===== src/rtl/vga_timing_gen.sv =====
// Raster timing generator: scans DrawX/DrawY over the full frame and produces
// registered sync, blank and line/frame start markers aligned to the position.
module vga_timing_gen #(
    parameter int H_VISIBLE = 640,
    parameter int H_FP      = 16,
    parameter int H_SYNC    = 96,
    parameter int H_BP      = 48,
    parameter int V_VISIBLE = 480,
    parameter int V_FP      = 10,
    parameter int V_SYNC    = 2,
    parameter int V_BP      = 33
) (
    input  logic       vga_clk,
    input  logic       reset_n,
    input  logic       pix_en,
    output logic [9:0] DrawX,
    output logic [9:0] DrawY,
    output logic       hs,
    output logic       vs,
    output logic       blank,
    output logic       line_start,
    output logic       frame_start
);

    localparam int H_TOTAL = H_VISIBLE + H_FP + H_SYNC + H_BP;
    localparam int V_TOTAL = V_VISIBLE + V_FP + V_SYNC + V_BP;

    localparam logic [10:0] H_LAST     = 11'(H_TOTAL - 1);
    localparam logic [10:0] V_LAST     = 11'(V_TOTAL - 1);
    localparam logic [10:0] H_VIS      = 11'(H_VISIBLE);
    localparam logic [10:0] V_VIS      = 11'(V_VISIBLE);
    localparam logic [10:0] H_SYNC_BEG = 11'(H_VISIBLE + H_FP);
    localparam logic [10:0] H_SYNC_END = 11'(H_VISIBLE + H_FP + H_SYNC);
    localparam logic [10:0] V_SYNC_BEG = 11'(V_VISIBLE + V_FP);
    localparam logic [10:0] V_SYNC_END = 11'(V_VISIBLE + V_FP + V_SYNC);

    logic [9:0] hc_q, hc_d;
    logic [9:0] vc_q, vc_d;
    logic       primed_q, primed_d;
    logic       hs_q, hs_d;
    logic       vs_q, vs_d;
    logic       blank_q, blank_d;
    logic       line_q, line_d;
    logic       frame_q, frame_d;
    logic [10:0] hn_x, vn_x;

    // The first advance after reset only announces (0,0); later advances step.
    always_comb begin
        hc_d     = hc_q;
        vc_d     = vc_q;
        primed_d = primed_q;
        line_d   = 1'b0;
        frame_d  = 1'b0;
        if (pix_en) begin
            if (!primed_q) begin
                primed_d = 1'b1;
                line_d   = 1'b1;
                frame_d  = 1'b1;
            end else if ({1'b0, hc_q} == H_LAST) begin
                hc_d   = 10'd0;
                line_d = 1'b1;
                if ({1'b0, vc_q} == V_LAST) begin
                    vc_d    = 10'd0;
                    frame_d = 1'b1;
                end else begin
                    vc_d = vc_q + 10'd1;
                end
            end else begin
                hc_d = hc_q + 10'd1;
            end
        end
        hn_x    = {1'b0, hc_d};
        vn_x    = {1'b0, vc_d};
        blank_d = (hn_x < H_VIS) && (vn_x < V_VIS);
        hs_d    = !((hn_x >= H_SYNC_BEG) && (hn_x < H_SYNC_END));
        vs_d    = !((vn_x >= V_SYNC_BEG) && (vn_x < V_SYNC_END));
    end

    always_ff @(posedge vga_clk) begin
        if (!reset_n) begin
            hc_q     <= 10'd0;
            vc_q     <= 10'd0;
            primed_q <= 1'b0;
            hs_q     <= 1'b1;
            vs_q     <= 1'b1;
            blank_q  <= 1'b1;
            line_q   <= 1'b0;
            frame_q  <= 1'b0;
        end else begin
            hc_q     <= hc_d;
            vc_q     <= vc_d;
            primed_q <= primed_d;
            hs_q     <= hs_d;
            vs_q     <= vs_d;
            blank_q  <= blank_d;
            line_q   <= line_d;
            frame_q  <= frame_d;
        end
    end

    assign DrawX       = hc_q;
    assign DrawY       = vc_q;
    assign hs          = hs_q;
    assign vs          = vs_q;
    assign blank       = blank_q;
    assign line_start  = line_q;
    assign frame_start = frame_q;

endmodule


===== config.mk =====
export PLATFORM = sky130hd
export DESIGN_NAME = vga_timing_gen
export DESIGN_NICKNAME = d
export VERILOG_FILES = /design/src/rtl/vga_timing_gen.sv
export SDC_FILE = /design/constraint.sdc
export NUM_CORES = 1
export LEC_CHECK = 0
export ABC_AREA = 1
export CAP_MARGIN = 20
export CORE_UTILIZATION = 45
export CTS_CLUSTER_DIAMETER = 30
export DETAILED_ROUTE_END_ITERATION = 10
export PLACE_DENSITY = 0.71
export SETUP_SLACK_MARGIN = 0.1
export SLEW_MARGIN = 20
export SYNTH_ARGS = -nofsm -noshare
export SYNTH_HDL_FRONTEND = slang
export SYNTH_SLANG_ARGS = --single-unit

===== constraint.sdc =====
create_clock -name vga_clk -period 2.3 [get_ports vga_clk]
set_clock_uncertainty 0.15 [all_clocks]
set_input_delay 0.46 -clock vga_clk [delete_from_list [all_inputs] [get_ports vga_clk]]
set_output_delay 0.46 -clock vga_clk [all_outputs]
set_load 0.005 [all_outputs]

==> reports/summary.txt <==
Status -> finished, violations left
Failing checks -> design-rule violations
CORE AREA -> 2877 µm²
CTS resizes -> 0
Root Driver -> clkbuf_4
Iter 0 DRT Violations -> 74
Hold Vio Cnt, Final -> 0
Crit-path cells -> clkdlybuf4s50_1
Cells after Synth -> 209
First-pass GRT wire length -> 5947 µm
Setup TNS -> 0 ns
Worst endpoint required time -> 1.69 ns
Starting Density -> 49.15%
Final cycle utilization of the critical path -> 86.93%
Top_reg_cell synth -> dfxtp_1
Gr usage total -> 22.38%
Critical path arrival -> 1.39 ns
Maxcap violations -> 0
P_leak -> 0.7974 nW
Startpoint types -> register
Top-count cell post-synth -> nand2_1
RSZ-0062 raised after global routing -> false
Crit-path leading delay family -> buffers and inverters
DR WL/cell -> 11.79 µm
Number of global-route vias before repair -> 1368
Max Fclk -> 500.2 MHz
Largest net degree at the start of global routing -> 15
Netlist cell types -> 29
Initial antenna violation count -> 0
Switching power -> 158.7 µW
Tmin final -> 1.999 ns
IO Count -> 28
Remaining antenna violation count -> 0
Sequential share of power -> 63.0%
DRC errors left -> 3
CTS Buffer Depth -> 2
Routability cong. -> 0.9233
Die height -> 58.05 µm
Nets -> 251
Hold crit path type -> register to register
Mapped Area -> 1414 µm²
Total number of vias -> 1438
# diodes -> 0
Half-perimeter wire length after placement -> 2649 µm
Reg2reg start -> DrawX[0]
Peak per-stage delay on the critical path -> 0.57 ns
Setup crit start -> DrawX[6]
Rel. slew slack -> 74.95%
Most common library cells after synthesis -> nand2_1, nor2_1, dfxtp_1, inv_1, nand3_1
Num Clock Sinks -> 26
P&R area growth vs syn -> 27.88%
Setup crit end kind -> output pin
Row Count -> 19
Syn Nets -> 215
Final wirelength -> 3372 µm
Grt ovf -> 0
Clock transition at path regs -> 0.14 ns
CTS Buf Count -> 3
Share of cells above drive strength 1 -> 12.30%
Post-synthesis sequential area ratio -> 36.81%
Comb power frac -> 6.0%
Worst-margin pin slew -> 0.3728 ns
DIE WIDTH -> 58.05 µm
Synth area leader -> dfxtp_1
Switch share -> 21.67%
Placed Cells -> 282
Clock latency on the worst-skew pair -> 0.31 ns
Ys async rst share -> 0%
# fillers -> 272
Total power draw -> 732.1 µW
Avg Cell Area, Syn -> 6.765 µm²
Die ar. -> 3370 µm²
Setup bufs post-CTS -> 0
Peak VDD IR -> 0.0004377 V
Synthesis Warnings -> 0
Area contributors post-synth -> dfxtp_1, nand2_1, nor2_1
CTS tree -> done
Crit path kind -> register to output pin
Final Max Slew Viols -> 0
Synthesized flop and latch total -> 26
Via/cell ratio -> 5.028
Internal power -> 573.4 µW
CP Max Fanout -> 7
Part of the power in the clock network -> 31.0%
Critical hold path startpoint -> DrawX[0]
Power per cell area -> 404.9 nW/µm²
Number of synthesized flops with an enable pin -> 0
Detailed Routing Iterations Pass 1 -> 7
Final setup viols -> 0
Bufs and invs on worst path -> 1
Final core utilization -> 62.85%
Slowest CP cell -> clkdlybuf4s50_1
Synth top area share -> 36.81%
H-tree levels -> 1
Layout Cells excl Fill -> 286
Cts hold-fix bufs -> 0
Port Buffers -> 27
-- layout by cell type (no fill, tap or decap), drive strengths merged, types with 3 or more instances in the layout --
master,instances
a21oi,5
clkdlybuf4s50,27
nand2,55
o21ai,10
nor2,36
nand4,8
clkbuf,4
nand3,21
nor3,6
inv,28
buf,6
dfxtp,26
ha,3
-- state kept, by name (all words and copies together) (netlist names) --
signal,count
DrawX,10
DrawY,10
blank,1
frame_start,1
hs,1
line_start,1
primed_q,1
vs,1
-- worst paths after layout --
check | end | slack (ns) | depth (start not counted)
worst max-delay path | DrawX[6] | 0.30 | 1
worst min-delay path | DrawX[0] | 0.34 | 1
worst max register to register | blank | 0.32 | 12
worst min register to register | DrawX[0] | 0.34 | 1
-- power groups by stage --
stage / Clock [mW] / Combinational [mW] / Sequential [mW]
after floorplan: 0 / 0.0204 / 0.470
after global placement: 0 / 0.0429 / 0.471
after detailed placement: 0 / 0.0429 / 0.471
after CTS: 0.237 / 0.0432 / 0.461
after global routing: 0.255 / 0.0471 / 0.462
final: 0.227 / 0.0439 / 0.461
-- cell type report --
class / instances / area [µm²] / area share [%]
multi-input combinational: 152 / 764.5 / 42.28
sequential: 26 / 525.5 / 29.07
timing repair buffer: 33 / 315.3 / 17.44
inverter: 29 / 113.9 / 6.298
tap: 42 / 52.55 / 2.907
clock buffer: 4 / 36.28 / 2.007
-- stage by stage --
stage               instance area [µm²]  worst slack [ns]  hold WS [ns]
global placement                   1767            0.1007        0.3436
CTS                                1803            0.2262        0.3789
finish                             1808            0.3007        0.3388
detailed placement                 1767           0.06732        0.3581
global route                       1808            0.1203        0.3550
floorplan                          1414            0.5198        0.3198
-- layer usage --
layer	up-vias	global-route usage (%)	wire (µm)
met5	-	0	0
met2	32	36.45	1588
met4	0	4.762	17
met3	2	4.018	134
li1	744	-	-
met1	660	31.02	1631
-- logic make-up after synthesis --
logic type | after synthesis | synth area share (%)
flip-flops | 26 | 36.81
adder cells (fa/ha/maj) | 3 | 2.655
buffers and inverters | 31 | 9.115
XOR/XNOR | 2 | 1.239
AO/OA/AOI/OAI | 19 | 7.700
AND/OR/NAND/NOR | 128 | 42.48
No activity file was read; power rests on OpenSTA's default activity.
